**config.mk**
```make
export PLATFORM = sky130hd
export DESIGN_NAME = word_assembler
export DESIGN_NICKNAME = d
export VERILOG_FILES = /design/src/rtl/word_assembler_pkg.sv /design/src/rtl/word_assembler_bit_reverse8.sv /design/src/rtl/word_assembler.sv
export SDC_FILE = /design/constraint.sdc
export NUM_CORES = 1
export LEC_CHECK = 0
export ABC_AREA = 1
export CAP_MARGIN = 20
export CORE_MARGIN = 2
export CORE_UTILIZATION = 55
export DETAILED_ROUTE_END_ITERATION = 10
export DONT_BUFFER_PORTS = 1
export PLACE_DENSITY = 0.77
export RECOVER_POWER = 50
export SETUP_SLACK_MARGIN = 0.5
export SLEW_MARGIN = 10
export SYNTH_ARGS = -nofsm -noshare
export SYNTH_HDL_FRONTEND = slang
export SYNTH_SLANG_ARGS = --single-unit
```
**constraint.sdc**
```tcl
create_clock -name clk -period 1.82 [get_ports clk]
set_clock_uncertainty 0.05 [all_clocks]
set_input_delay 0.182 -clock clk [delete_from_list [all_inputs] [get_ports clk]]
set_output_delay 0.182 -clock clk [all_outputs]
set_load 0.005 [all_outputs]
```
**src/rtl/word_assembler_pkg.sv**
```systemverilog
// Shared definitions for the byte-to-word assembler and its test models.
//   state_t : assembler FSM encoding (COLLECT=0, FULL=1)
//   LANE_W, WORD_LANES, WORD_W : lane/word geometry
//   rev8()  : reverses the bit order of one lane byte
package word_assembler_pkg;

  localparam int LANE_W     = 8;
  localparam int WORD_LANES = 4;
  localparam int WORD_W     = LANE_W * WORD_LANES;

  typedef enum logic {
    COLLECT = 1'b0,
    FULL    = 1'b1
  } state_t;

  // Bit i of the result is bit (LANE_W-1-i) of the input.
  function automatic logic [LANE_W-1:0] rev8(input logic [LANE_W-1:0] b);
    logic [LANE_W-1:0] r;
    for (int i = 0; i < LANE_W; i++) begin
      r[i] = b[LANE_W-1-i];
    end
    return r;
  endfunction

endpackage

```
**src/rtl/word_assembler_bit_reverse8.sv**
```systemverilog
// Combinational bit reversal of one byte.
//   in_byte  : input byte
//   out_byte : in_byte with bit order reversed (out_byte[i] = in_byte[7-i])
module bit_reverse8
  import word_assembler_pkg::*;
(
  input  logic [LANE_W-1:0] in_byte,
  output logic [LANE_W-1:0] out_byte
);

  assign out_byte = rev8(in_byte);

endmodule

```
**src/rtl/word_assembler.sv**
```systemverilog
// Byte-serial to 32-bit word packer, receive-side inverse of the word splitter.
// The first accepted byte lands in lane 3 (bits 31:24), the fourth in lane 0.
//   clk       : clock, all state on rising edge
//   reset     : synchronous active-high reset
//   clear     : synchronous flush of the partial word and any held word
//   in_valid  : in_byte valid this cycle
//   in_byte   : serial input byte (bit-reversed when BIT_REV=1)
//   in_ready  : assembler accepts in_byte this cycle
//   out_word  : assembled word, stable while out_valid=1
//   out_valid : out_word holds a complete word
//   out_ready : consumer takes out_word this cycle
//   byte_cnt  : bytes collected toward the current word
module word_assembler
  import word_assembler_pkg::*;
#(
  parameter bit BIT_REV = 1'b1
) (
  input  logic              clk,
  input  logic              reset,
  input  logic              clear,
  input  logic              in_valid,
  input  logic [LANE_W-1:0] in_byte,
  output logic              in_ready,
  output logic [WORD_W-1:0] out_word,
  output logic              out_valid,
  input  logic              out_ready,
  output logic [1:0]        byte_cnt
);

  localparam int PART_W = (WORD_LANES - 1) * LANE_W;

  state_t              state;
  logic [LANE_W-1:0]   lane_byte;
  logic [PART_W-1:0]   partial;
  logic                accept;
  logic                handoff;

  if (BIT_REV) begin : g_rev
    bit_reverse8 u_bit_reverse8 (
      .in_byte  (in_byte),
      .out_byte (lane_byte)
    );
  end else begin : g_pass
    assign lane_byte = in_byte;
  end

  // While a word is held, a byte may only enter in the same cycle the held
  // word leaves, which keeps one byte per cycle with no bubble.
  assign out_valid = (state == FULL);
  assign in_ready  = !clear && ((state == COLLECT) || out_ready);
  assign accept    = in_valid && in_ready;
  assign handoff   = out_valid && out_ready;

  // NOTE: state registers use non-blocking assignments so every flop samples
  // pre-edge values regardless of statement order within the block.
  always_ff @(posedge clk) begin
    if (reset) begin
      state    <= COLLECT;
      byte_cnt <= '0;
      out_word <= '0;
    end else if (clear) begin
      // out_word deliberately keeps its last value.
      state    <= COLLECT;
      byte_cnt <= '0;
    end else begin
      if (handoff) begin
        state <= COLLECT;
      end
      if (accept) begin
        if (byte_cnt == 2'd3) begin
          out_word <= {partial, lane_byte};
          state    <= FULL;
          byte_cnt <= '0;
        end else begin
          // Also covers an accept during handoff: byte_cnt is 0 in FULL,
          // so the new byte becomes lane 3 of the next word.
          byte_cnt <= byte_cnt + 2'd1;
        end
      end
    end
  end

  // NOTE: the partial accumulator has no reset; every lane is rewritten
  // before byte_cnt can reach 3, so stale contents never reach out_word.
  always_ff @(posedge clk) begin
    if (accept) begin
      case (byte_cnt)
        2'd0:    partial[PART_W-1 -: LANE_W]   <= lane_byte;
        2'd1:    partial[PART_W-9 -: LANE_W]   <= lane_byte;
        2'd2:    partial[LANE_W-1:0]           <= lane_byte;
        default: ;
      endcase
    end
  end

endmodule
```
=== After elaboration in Yosys (flattened, before gate mapping) ===
Index checks and enable logic that the tools add are counted.

* Bits of input ports: 13
* Word-level logic and storage cells: 27
* Register bits after elaboration: 59
* Output and inout bits: 36

* Eq/ne operators: 3
* Reductions and logical operators: 11
* Bitwise gates (word level): 2
* Add/sub/neg operators: 1
* Muxes and demuxes: 4

{| class="wikitable"
|+ Operators with widths
! kind !! number
|-
| $reduce_and A2 Y1 || 3
|-
| $eq A2 B2 Y1 const B || 2
|-
| $logic_and A1 B1 Y1 || 3
|-
| $mux W1 || 3
|-
| $reduce_and A3 Y1 || 1
|-
| $add A2 B1 Y2 const B || 1
|-
| $eq A2 B1 Y1 const B || 1
|-
| $logic_not A2 Y1 || 1
|-
| $mux W2 || 1
|-
| $not A1 Y1 || 2
|-
| $reduce_or A2 Y1 || 1
|-
| $logic_not A1 Y1 || 1
|-
| $logic_or A1 B1 Y1 || 1
|}

=== Logic depth before layout (Yosys ltp) ===
Gate-level depths: netlist of run 1.

* Word-level depth: 5
* Gate-level depth with buffers: 8
* Mapped depth without buffers: 6

=== Modules after synthesis ===
Synthesis of run 1 repeated with hierarchy kept, for this count alone.

* Cell total of the unflattened synthesis: 266
* Area total of the unflattened synthesis: 2,316.0 um^2

{| class="wikitable"
|+ By module, submodules not included
! module !! sequential area each (um^2) !! area each (um^2) !! times used !! cells an instance
|-
| word_assembler || 1,421.4 || 2,255.9 || 1 || 258
|-
| bit_reverse8 || 0.0 || 60.1 || 1 || 8
|}

=== Worst setup path after synthesis of run 1 ===
No wires, ideal clock.

* Path type: reg-to-reg
* Start: reg byte_cnt[0]
* End: reg partial[0], enable pin
* Stages on the path, launching flop included: 5
* Arrival: 0.974 ns
* Setup slack: 0.425 ns
* Path buffers: 0
* Path through: dfxtp_1 inv_1 ha_1 inv_1 nor2_1

* Cells in the longest elaborated chain, start to end: 2

{| class="wikitable"
|+ RTL lines
! item !! line !! RTL
|-
| start: declaration || word_assembler.sv:27 || <nowiki>output logic [1:0] byte_cnt</nowiki>
|-
| start signal: assignment || word_assembler.sv:77 || <nowiki>byte_cnt <= byte_cnt + 2'd1;</nowiki>
|-
| $eq A2 B2 Y1 || word_assembler.sv:87 || <nowiki>case (byte_cnt)</nowiki>
|-
| $reduce_and A2 Y1 (no source line) || n/a ||
|-
| end signal: indexed assignment || word_assembler.sv:88 || <nowiki>2'd0: partial[PART_W-1 -: LANE_W] <= lane_byte;</nowiki>
|-
| end signal: indexed assignment || word_assembler.sv:89 || <nowiki>2'd1: partial[PART_W-9 -: LANE_W] <= lane_byte;</nowiki>
|-
| end signal: indexed assignment || word_assembler.sv:90 || <nowiki>2'd2: partial[LANE_W-1:0] <= lane_byte;</nowiki>
|-
| end: declaration || word_assembler.sv:34 || <nowiki>logic [PART_W-1:0] partial;</nowiki>
|}

No other way between the ends.
A chain may end at the register's enable or synchronous reset.

=== Worst setup path after layout of run 1 ===
* Start: reg byte_cnt[1]
* End: reg out_word[27]

* Cells in the longest elaborated chain, start to end: 2

{| class="wikitable"
|+ RTL lines
! item !! line !! RTL
|-
| $eq A2 B2 Y1 || word_assembler.sv:70 || <nowiki>if (byte_cnt == 2'd3) begin</nowiki>
|-
| $reduce_and A3 Y1 (no source line) || n/a ||
|-
| end signal: assignment || word_assembler.sv:71 || <nowiki>out_word <= {partial, lane_byte};</nowiki>
|-
| end: declaration || word_assembler.sv:24 || <nowiki>output logic [WORD_W-1:0] out_word,</nowiki>
|}

No other way between the ends.

==> metrics.md, run 1 <==
| Metric | Value |
|---|---|
| Number of vias per cell | `4.80` |
| Layout-stage area growth over the synthesis result | `24.3%` |
| # IOs | `roughly 50` |
| Total power divided by cell area | `945 mW/mm²` |
| Yosys top cell area share | `0.319` |
| Comb power frac | `0.025` |
| Maximum Capacitance Violations | `0` |
| Syn Std Cell Area | `between 0.002 and 0.0025 mm²` |
| Clock Tree Buf Depth | `2` |
| Post-layout min period | `1.45 ns` |
| Clk Latency, worst-skew pair | `0.33 ns` |
| Part of the cycle the worst path needs | `0.796` |
| Final net count | `between 200 and 300` |
| Final count of pins violating max slew | `0` |
| Category of the critical setup timing path | `reg2reg` |
| Mean post-synth cell area | `8.74 µm²` |
| Leakage power | `0.00132 µW` |
| Number of remaining DRC errors | `0` |
| Internal Pwr Total | `about 2100 µW` |
| Setup repair after global routing missed its margin | `false` |
| HPWL after DPL | `2490 µm` |
| Switching part of the total | `0.200` |
| Share of synthesized cell area in and, or, nand and nor gates | `0.240` |
| Tightest Hold Check Type | `in2reg` |
| Clock net sink count | `between 50 and 60` |
| Ranking of synthesized cells by area | `edfxtp_1, dfxtp_1, nor2_1, nand2_1, inv_1` |
| Gate count of the mapped netlist | `258` |
| Critical path peak fanout | `13` |
| Transition time of the tightest slew-check pin | `0.341 ns` |
| Adder-cell share of the synthesized area | `0.0222` |
| Highest cell delay on the worst timing path | `0.48 ns` |
| YS warnings | `0` |
| Run status | `completed` |
| First-pass GRT wire length | `6380 µm` |
| Post-DR wirelength/cell | `roughly 14 µm` |
| Yosys cell types | `15` |
| CTS Root Buffer Type | `clkbuf_8` |
| Die span in y | `between 60 and 70 µm` |
| Peak ir drop on the vdd network | `0.845 mV` |
| Die ar. | `approximately 0.0046 mm²` |
| Global-route usage over all layers | `0.196` |
| 1st-pass router iterations | `4` |
| DRT Wirelength | `between 4000 and 5000 µm` |
| Antenna violations before repair | `0` |
| Flip-flop and latch count after synthesis | `59` |
| Initial core utilization | `0.568` |
| Mux share of post-synthesis cell area | `0` |
| Most frequent standard cell in the layout excluding fill and tap cells | `nor2_1` |
| Proportion of power drawn by the clock network | `0.450` |
| Post-synth top area cell | `edfxtp_1` |
| Final setup vio count | `0` |
| Number of input and output port buffers inserted | `0` |
| Post-synthesis xor/xnor area fraction | `0` |
| Total CTS buffers | `9` |
| Summed negative setup slack over all endpoints | `0 ns` |
| Rows | `23` |
| Slowest library cell on the worst path | `dfxtp_1` |
| CTS HTree Levels | `3` |
| Final count of hold timing violations | `0` |
| Max-slew headroom at the worst pin | `0.773` |
| # diodes | `0` |
| TritonCTS clock tree | `built` |
| Delay-heaviest family, CP | `flip-flops` |
| Number of nets with antenna violations after routing | `0` |
| Routed vias | `1,619` |
| Kind of end point of the critical path | `flip-flop` |
| Crit path buffers/inverters | `2` |
| Most frequent cells in the layout | `nor2_1, nand2_1, inv_1` |
| Pin count of the biggest net entering global routing | `40` |
| Share of the synthesized area in compound gates (AO/OA/AOI/OAI) | `0.00887` |
| CP dominant cell by count | `nor2_1` |
| Core area | `0.00397 mm²` |
| Multi-input gate area | `654 µm²` |
| Switching component of the power | `531 µW` |
| Ratio of cells with drive above 1 in the final layout | `0.115` |
| CP Data Required Time | `~2.0 ns` |
| Portion of the post-synthesis area used by sequential elements | `0.630` |
| Horiz. Die Dim | `68.0 µm` |
| Filler Cell Count | `281` |
| Sequential cell fraction of total power | `0.525` |
| Number of global-route vias before repair | `approximately 1,400` |
| Final Wtd Congestion | `0.680` |
| Flip-flop and latch area | `roughly 0.0014 mm²` |
| Clock slew at reported path FFs | `roughly 0.07 ns` |
| Setup crit start kind | `flip-flop` |
| Crit path arrival time | `between 1.5 and 2 ns` |
| Maximum achievable frequency | `roughly 0.69 GHz` |
| Main combinational cell family by area after synthesis | `simple AND/OR/NAND/NOR gates` |
| Syn_nets | `275` |
| Overall overflow remaining after global route | `0` |
| Series of cell instances along the critical path | `ha_4 > nand4_4 > buf_12 > clkbuf_16 > nor2_1 > nor2_1` |
| Hold slack | `0.0240 ns` |
| Initial drt markers | `77` |
Yosys cell counts (all sizes together):
cell type	number
nor2	69
nand2	67
inv	41
dfxtp	35
edfxtp	24
buf	7
a21oi	4
ha	4
clkbuf	3
nand3	3
nand4	1
metal layers:
metal  global-route usage  wire length, µm  up-vias
li1                     -                -      815
met1                0.237             2110      743
met2                0.286             2270       52
met3               0.0970              348        9
met4                0.105               91        0
met5                    0                0        -
stage by stage:
step	instances	power [µW]	cell area (µm²)	worst slack, ns	util
after detailed placement	303	1450	2290	0.345	0.576
after global routing	337	2730	2810	0.318	0.706
after floorplan	258	1440	2260	0.426	-
after global placement	303	1450	2290	0.380	0.576
final	337	2650	2810	0.372	0.706
after CTS	330	2660	2610	0.489	0.658
worst register-to-register path: stages (launching register included):
cell and delay [ns]:
dfxtp_1 0.48, ha_4 0.20, nand4_4 0.10, buf_12 0.17, clkbuf_16 0.17, nor2_1 0.13
nor2_1 0.07
flip-flops by register name (all words and copies together), names as in the netlist:
signal,cells
out_valid,1
partial,24
byte_cnt,2
out_word,32
power by group through the flow:
stage | Combinational (µW) | Clock (µW) | Sequential, µW
6_report | 67.4 | 1190 | 1390
5_1_grt | 72.5 | 1270 | 1390
4_1_cts | 62.9 | 1200 | 1390
3_5_place_dp | 33.7 | 0 | 1420
3_3_place_gp | 32.7 | 0 | 1420
2_1_floorplan | 23.0 | 0 | 1420
worst paths after layout:
check                           depth (start not counted)                      from  slack [ns]                         to
worst max-delay path                                    6  byte_cnt[1]$_SDFFE_PP0P_        0.37  out_word[27]$_SDFFE_PP0P_
worst min-delay path                                    3                     clear        0.02   byte_cnt[1]$_SDFFE_PP0P_
worst max register to register                          6  byte_cnt[1]$_SDFFE_PP0P_        0.37  out_word[27]$_SDFFE_PP0P_
worst min register to register                          2      partial[7]$_DFFE_PP_        0.42  out_word[15]$_SDFFE_PP0P_
area by class of cell:
class / count / area share
Multi-Input combinational cell: 148 / 0.233
Inverter: 41 / 0.0549
Sequential cell: 59 / 0.507
Tap cell: 50 / 0.0223
Clock buffer: 14 / 0.0580
Clock inverter: 2 / 0.0125
Timing Repair Buffer: 23 / 0.112
cell families (layout without fill, tap and decap cells):
logic type,Yosys count,after routing
simple gates,140,140
compound gates,4,4
buf+inv,51,80
flops,59,59
fa+ha+maj,4,4
timing repair:
action / in CTS / in global routing
pin swaps: 0 / 3
hold endpoints to repair: 35 / 0
gates cloned: 0 / 5
resized for setup: 5 / 14
setup endpoints to repair: 48 / 49
hold buffers: 11 / 0
buffers inserted: 0 / 2
Note: power is estimated with default switching activity, not from simulation.
==> run 2, diff against run 1 <==
Clock period 1.82 ns to 1.5 ns, I/O delays scaled along.
==> metrics.md, run 2 (same netlist as run 1, synthesis figures left out) <==
| Metric | Value |
|---|---|
| Final setup vio count | `0` |
| Final net count | `293` |
| Post-DR wirelength/cell | `13.0 µm` |
| Filler Cell Count | `301` |
| Routed vias | `1,555` |
| # IOs | `49` |
| Worst setup path end | `partial[3]$_DFFE_PP_` |
| Total power divided by cell area | `about 1100 mW/mm²` |
| CP Data Required Time | `1.45 ns` |
| Layout-stage area growth over the synthesis result | `20.1%` |
| Die ar. | `0.00463 mm²` |
| Final Wtd Congestion | `0.782` |
| Setup repair after global routing missed its margin | `true` |
| Maximum Capacitance Violations | `0` |
| Total CTS buffers | `9` |
| Crit path arrival time | `1.24 ns` |
| Clock slew at reported path FFs | `0.06 ns` |
| Rows | `23` |
| 1st-pass router iterations | `4` |
| Most frequent cells in the layout | `nor2_1, nand2_1, inv_1` |
| Die span in y | `68.0 µm` |
| Number of input and output port buffers inserted | `0` |
| End of the worst register-to-register path | `partial[3]$_DFFE_PP_` |
| Number of flip-flops in the largest register | `32` |
| DRT Wirelength | `4310 µm` |
| Number of nets with antenna violations after routing | `0` |
| Peak ir drop on the vdd network | `approximately 0.54 mV` |
| First-pass GRT wire length | `~7000 µm` |
| Run status | `completed` |
| Category of the critical setup timing path | `reg2reg` |
| TritonCTS clock tree | `built` |
| Pin count of the biggest net entering global routing | `34` |
| Multi-input gate area | `a little under 700 µm²` |
| R2R depth | `3` |
| Transition time of the tightest slew-check pin | `0.276 ns` |
| CTS HTree Levels | `3` |
| Number of vias per cell | `about 4.7` |
| Critical path peak fanout | `8` |
| Leakage power | `between 0.001 and 0.0015 µW` |
| Registers with the most flip-flops | `out_word: 32 flops, partial: 24 flops, byte_cnt: 2 flops` |
| Kind of end point of the critical path | `flip-flop` |
| Clock Tree Buf Depth | `2` |
| Overall power of the completed layout | `3040 µW` |
| Global-route usage over all layers | `0.212` |
| Final core utilization | `0.682` |
| Number of remaining DRC errors | `0` |
| HPWL after DPL | `2590 µm` |
| Setup crit start kind | `flip-flop` |
| Max-slew headroom at the worst pin | `0.816` |
| Clk Latency, worst-skew pair | `between 0.3 and 0.4 ns` |
| # diodes | `0` |
| Final count of pins violating max slew | `0` |
| Core area | `between 0.003 and 0.004 mm²` |
| Initial core utilization | `0.568` |
| Reg2reg setup slack | `0.21 ns` |
| Timing startpoint of the critical path | `out_valid$_SDFF_PP0_` |
| CTS Root Buffer Type | `clkbuf_8` |
| Ratio of cells with drive above 1 in the final layout | `0.125` |
| Horiz. Die Dim | `68.0 µm` |
| Maximum achievable frequency | `0.777 GHz` |
| Cell area after placement | `0.00235 mm²` |
| Post-layout min period | `1.29 ns` |
| Flip-flop and latch area | `roughly 0.0014 mm²` |
| Tightest Hold Check Type | `in2reg` |
| Part of the cycle the worst path needs | `0.858` |
| Summed negative setup slack over all endpoints | `0 ns` |
| Design Area, Final | `0.00271 mm²` |
| Clock net sink count | `59` |
| Startpoint of the most critical register-to-register path | `out_valid$_SDFF_PP0_` |
| Overall overflow remaining after global route | `0` |
| Reg with most FFs | `out_word` |
| Antenna violations before repair | `0` |
| Initial drt markers | `~150` |
| Final count of hold timing violations | `0` |
| Number of global-route vias before repair | `around 1,500` |
-- run 2: worst min path at each step --
| stage | start | endpoint | depth (start not counted) |
|---|---|---|---|
| after detailed placement | in_byte[5] | partial[10]$_DFFE_PP_ | 0 |
| final | out_ready | out_valid$_SDFF_PP0_ | 3 |
| after global routing | out_ready | out_valid$_SDFF_PP0_ | 3 |
| after CTS | out_ready | out_valid$_SDFF_PP0_ | 3 |
| after floorplan | in_byte[7] | partial[0]$_DFFE_PP_ | 0 |
| after global placement | in_byte[0] | partial[7]$_DFFE_PP_ | 0 |
-- run 2: where the power goes --
| group | switching [µW] | internal (µW) |
|---|---|---|
| registers | 5.76 | 1680 |
| clock network | 573 | 686 |
| logic | 54.8 | 36.6 |
-- run 2: routing by layer --
metal  GRT usage  vias to the layer above  wire [µm]
met5           0                        -          0
met4      0.0975                        0         44
met3      0.0855                        5        321
met2       0.328                       52       2150
met1       0.261                      688       1790
li1            -                      810          -
-- run 2: critical path, cell delays in order, from the launching register on --
cell,delay [ns]
dfxtp_1,0.39
nand2_4,0.13
nand3_4,0.13
nor2_4,0.27
-- run 2: what timing repair did --
item / 4_1_cts / 5_1_grt
endpoints found under the hold margin: 35 / 0
setup buffers: 0 / 2
hold buffers: 11 / 0
endpoints found under the setup margin: 59 / 60
gates resized for setup: 10 / 2
pin swaps: 2 / 1
gates cloned: 1 / 0
-- run 2: final cells by class --
cell class,instances,area share
Sequential cell,59,0.527
Multi-Input combinational cell,148,0.257
Timing Repair Buffer,17,0.0702
Clock buffer,14,0.0600
Inverter,41,0.0587
Tap cell,50,0.0231
Clock inverter,2,0.00370
-- run 2: through the flow --
step / std cells / setup WS [ns] / hold WS [ns]
after detailed placement: 301 / 0.245 / 0.199
final: 331 / 0.213 / 0.109
after global placement: 301 / 0.262 / 0.199
after global routing: 331 / 0.143 / 0.113
after CTS: 329 / 0.251 / 0.0419
after floorplan: 258 / 0.355 / 0.199
==> RTL edit, RTL diff (flow settings as in run 2) <==
Register the output `byte_cnt` once more, cleared by the reset; this adds one clock of latency there. The other outputs are not delayed to match.
--- a/src/rtl/word_assembler.sv
+++ b/src/rtl/word_assembler.sv
@@ -29,6 +29,8 @@
 
   localparam int PART_W = (WORD_LANES - 1) * LANE_W;
 
+  logic [1:0] byte_cnt_s0;
+
   state_t              state;
   logic [LANE_W-1:0]   lane_byte;
   logic [PART_W-1:0]   partial;
@@ -56,25 +58,25 @@
   always_ff @(posedge clk) begin
     if (reset) begin
       state    <= COLLECT;
-      byte_cnt <= '0;
+      byte_cnt_s0 <= '0;
       out_word <= '0;
     end else if (clear) begin
       // out_word deliberately keeps its last value.
       state    <= COLLECT;
-      byte_cnt <= '0;
+      byte_cnt_s0 <= '0;
     end else begin
       if (handoff) begin
         state <= COLLECT;
       end
       if (accept) begin
-        if (byte_cnt == 2'd3) begin
+        if (byte_cnt_s0 == 2'd3) begin
           out_word <= {partial, lane_byte};
           state    <= FULL;
-          byte_cnt <= '0;
+          byte_cnt_s0 <= '0;
         end else begin
           // Also covers an accept during handoff: byte_cnt is 0 in FULL,
           // so the new byte becomes lane 3 of the next word.
-          byte_cnt <= byte_cnt + 2'd1;
+          byte_cnt_s0 <= byte_cnt_s0 + 2'd1;
         end
       end
     end
@@ -84,7 +86,7 @@
   // before byte_cnt can reach 3, so stale contents never reach out_word.
   always_ff @(posedge clk) begin
     if (accept) begin
-      case (byte_cnt)
+      case (byte_cnt_s0)
         2'd0:    partial[PART_W-1 -: LANE_W]   <= lane_byte;
         2'd1:    partial[PART_W-9 -: LANE_W]   <= lane_byte;
         2'd2:    partial[LANE_W-1:0]           <= lane_byte;
@@ -93,4 +95,12 @@
     end
   end
 
+  always_ff @(posedge clk) begin
+    if (reset) begin
+      byte_cnt <= '0;
+    end else begin
+      byte_cnt <= byte_cnt_s0;
+    end
+  end
+
 endmodule
Behaviour: not the same (Yosys sat finds a counterexample within 4 cycles, from zero or initial values and one cycle with reset high).
==> RTL edit against run 2 <==
Wire length grew 15%. Final area grew 11%. Sequential cell count grew 2. Worst setup slack lost 20 ps. Non-clock buffer count grew 8. Highest routed layer unchanged. Sequential share of layout area shrank 3.6 points. Die area grew 2.0%. Synthesized area grew 2.1%. Critical path type unchanged. Power grew 18%.
==> RTL edit: results (changes against run 2) <==
- Outcome: finished, final reports clean
- Worst-path fanout max: 14 (+6)
- Hold depth: 3 (unchanged)
- Max IR drop VDD: 0.8212 mV (+52%)
- Root Buffer: clkbuf_8
- Worst Hold Class: input pin to flop
- GRT overflow: 0 (unchanged)
- Vias per Instance: 4.784 (+1.8%)
- Clock slew seen by the registers of the worst setup and hold paths: 70 ps
- FF-to-FF Start: byte_cnt_s0[0]
- Clock buffer count from CTS: 9 (unchanged)
- Vias in the first global route: 1464 (-2.5%)
- Final Hold Slack: 73.35 ps (-35.48 ps)
- Worst slack at placement: 265.1 ps (+20.50 ps)
- Drt total wl: 4965 um (+15%)
- Synth top area cells: dfxtp_1 (32%), edfxtp_1 (31%), nor2_1 (12%)
- Largest net degree at the start of global routing: 37 (+8.8%)
- GPL Wtd Cong: 0.7062 (-9.7%)
- Hold Startpoint: out_ready
- H-tree depth: 3 (unchanged)
- Worst skew pair latency: 330 ps (about the same)
- Syn Nets: 279 (+1.5%)
- I/O Buffers: 0 (unchanged)
- Worst hold endpoint: out_valid
- Dpl cells: 305 (+1.3%)
- Synth warn: 0 (unchanged)
- Reg2reg path depth: 7 (+4)
- Cell internal pwr: 2.914 mW (+21%)
- Asr flop ratio synth: 0% (unchanged)
- First-pass GRT wire length: 6782 um (-2.1%)
- Synth Area in Adders: 2.173% (-0.046 points)
- R2R Path End: out_word[13]
- Fillers: 286 (-5.0%)
- Synthesized area per cell: 8.792 sq um (+0.55%)
- Number of flops mapped to enable cells by yosys: 24 (unchanged)
- Initial antenna violation count: 0 (unchanged)
- Pleak: 1.388 nW (+11%)
- Worst-Margin Slew: 330.6 ps (+54.91 ps)
- Post-DP HPWL: 2612 um (+0.79%)
- Arr. time, crit path: 1530 ps (+290 ps)
- Top post-synthesis cells by count: nor2_1 (71), nand2_1 (66), inv_1 (40)
- Reg2Reg Setup Slack: 190 ps (-20 ps)
- Unique masters post-synth: 15 (unchanged)
- WL/cell: 14.48 um (+11%)
- Seq/Total Area, Yosys: 63.44% (+0.44 points)
- GRT Overall Usage: 20.58% (-0.64 points)
- Layout cells sized above 1: 18.77% (+6.3 points)
- Initial detailed-routing violation count: 118 (-22%)
- Placed Area: 2411 sq um (+2.4%)
- Largest registers: out_word: 32 flops, partial: 24 flops
- Max Buffers Root-to-Sink: 2 (unchanged)
- Post-synthesis compound-gate area fraction: 0.8691% (-0.018 points)
[RTL edit: power groups by stage]
| stage | sequential (mW) | clock, mW | combinational, mW |
|---|---|---|---|
| floorplan | 1.78 | 0 | 0.0356 |
| global placement | 1.78 | 0 | 0.0435 |
| detailed placement | 1.78 | 0 | 0.0448 |
| CTS | 1.74 | 1.77 | 0.0849 |
| global route | 1.74 | 1.87 | 0.0987 |
| finish | 1.74 | 1.76 | 0.0916 |
[RTL edit: routing by layer]
layer | GRT usage, % | share of wire, % | vias to the layer above
met3 | 9.578 | 6.2 | 8
li1 | - | - | 835
met4 | 8.824 | 1.2 | 0
met2 | 32.81 | 50 | 45
met1 | 23.83 | 43 | 753
met5 | 0 | 0 | -
[RTL edit: how the worst max path moves through the flow]
stage	start	endpoint	slack, ps
finish	byte_cnt_s0[0]	out_word[13]	190
global route	byte_cnt_s0[0]	out_word[13]	150
CTS	byte_cnt_s0[1]	partial[11]	270
detailed placement	byte_cnt_s0[1]	partial[16]	270
global placement	byte_cnt_s0[0]	partial[0]	320
floorplan	byte_cnt_s0[1]	out_word[25]	360
[RTL edit: repair_timing]
action,in CTS,in global routing
gates resized for setup,4,15
pin swaps,2,7
setup endpoints to repair,59,60
gates cloned,0,7
setup buffers,0,4
endpoints found under the hold margin,37,0
hold buffers,11,0
[RTL edit: area by class of cell]
type	count	area (sq um)	share of cell area (%)
Sequential cell	61	1473	49.10
Clock inverter	4	95.09	3.171
Inverter	41	153.9	5.131
Multi-Input combinational cell	150	719.4	23.99
Tap cell	50	62.56	2.086
Timing Repair Buffer	25	350.3	11.68
Clock buffer	12	145.1	4.839
[RTL edit: cell families (layout without fill, tap and decap cells)]
logic type / count (synthesis) / count (layout)
compound gates: 4 / 4
buf+inv: 51 / 82
simple gates: 142 / 142
fa+ha+maj: 4 / 4
flops: 61 / 61
[RTL edit: critical path, stage by stage (launching register included)]
cell and delay, ps:
dfxtp_4 380, ha_4 150, nand4_4 80, buf_12 170, clkbuf_16 170, nand2_1 90, nand2_1 70, nor2_1 90
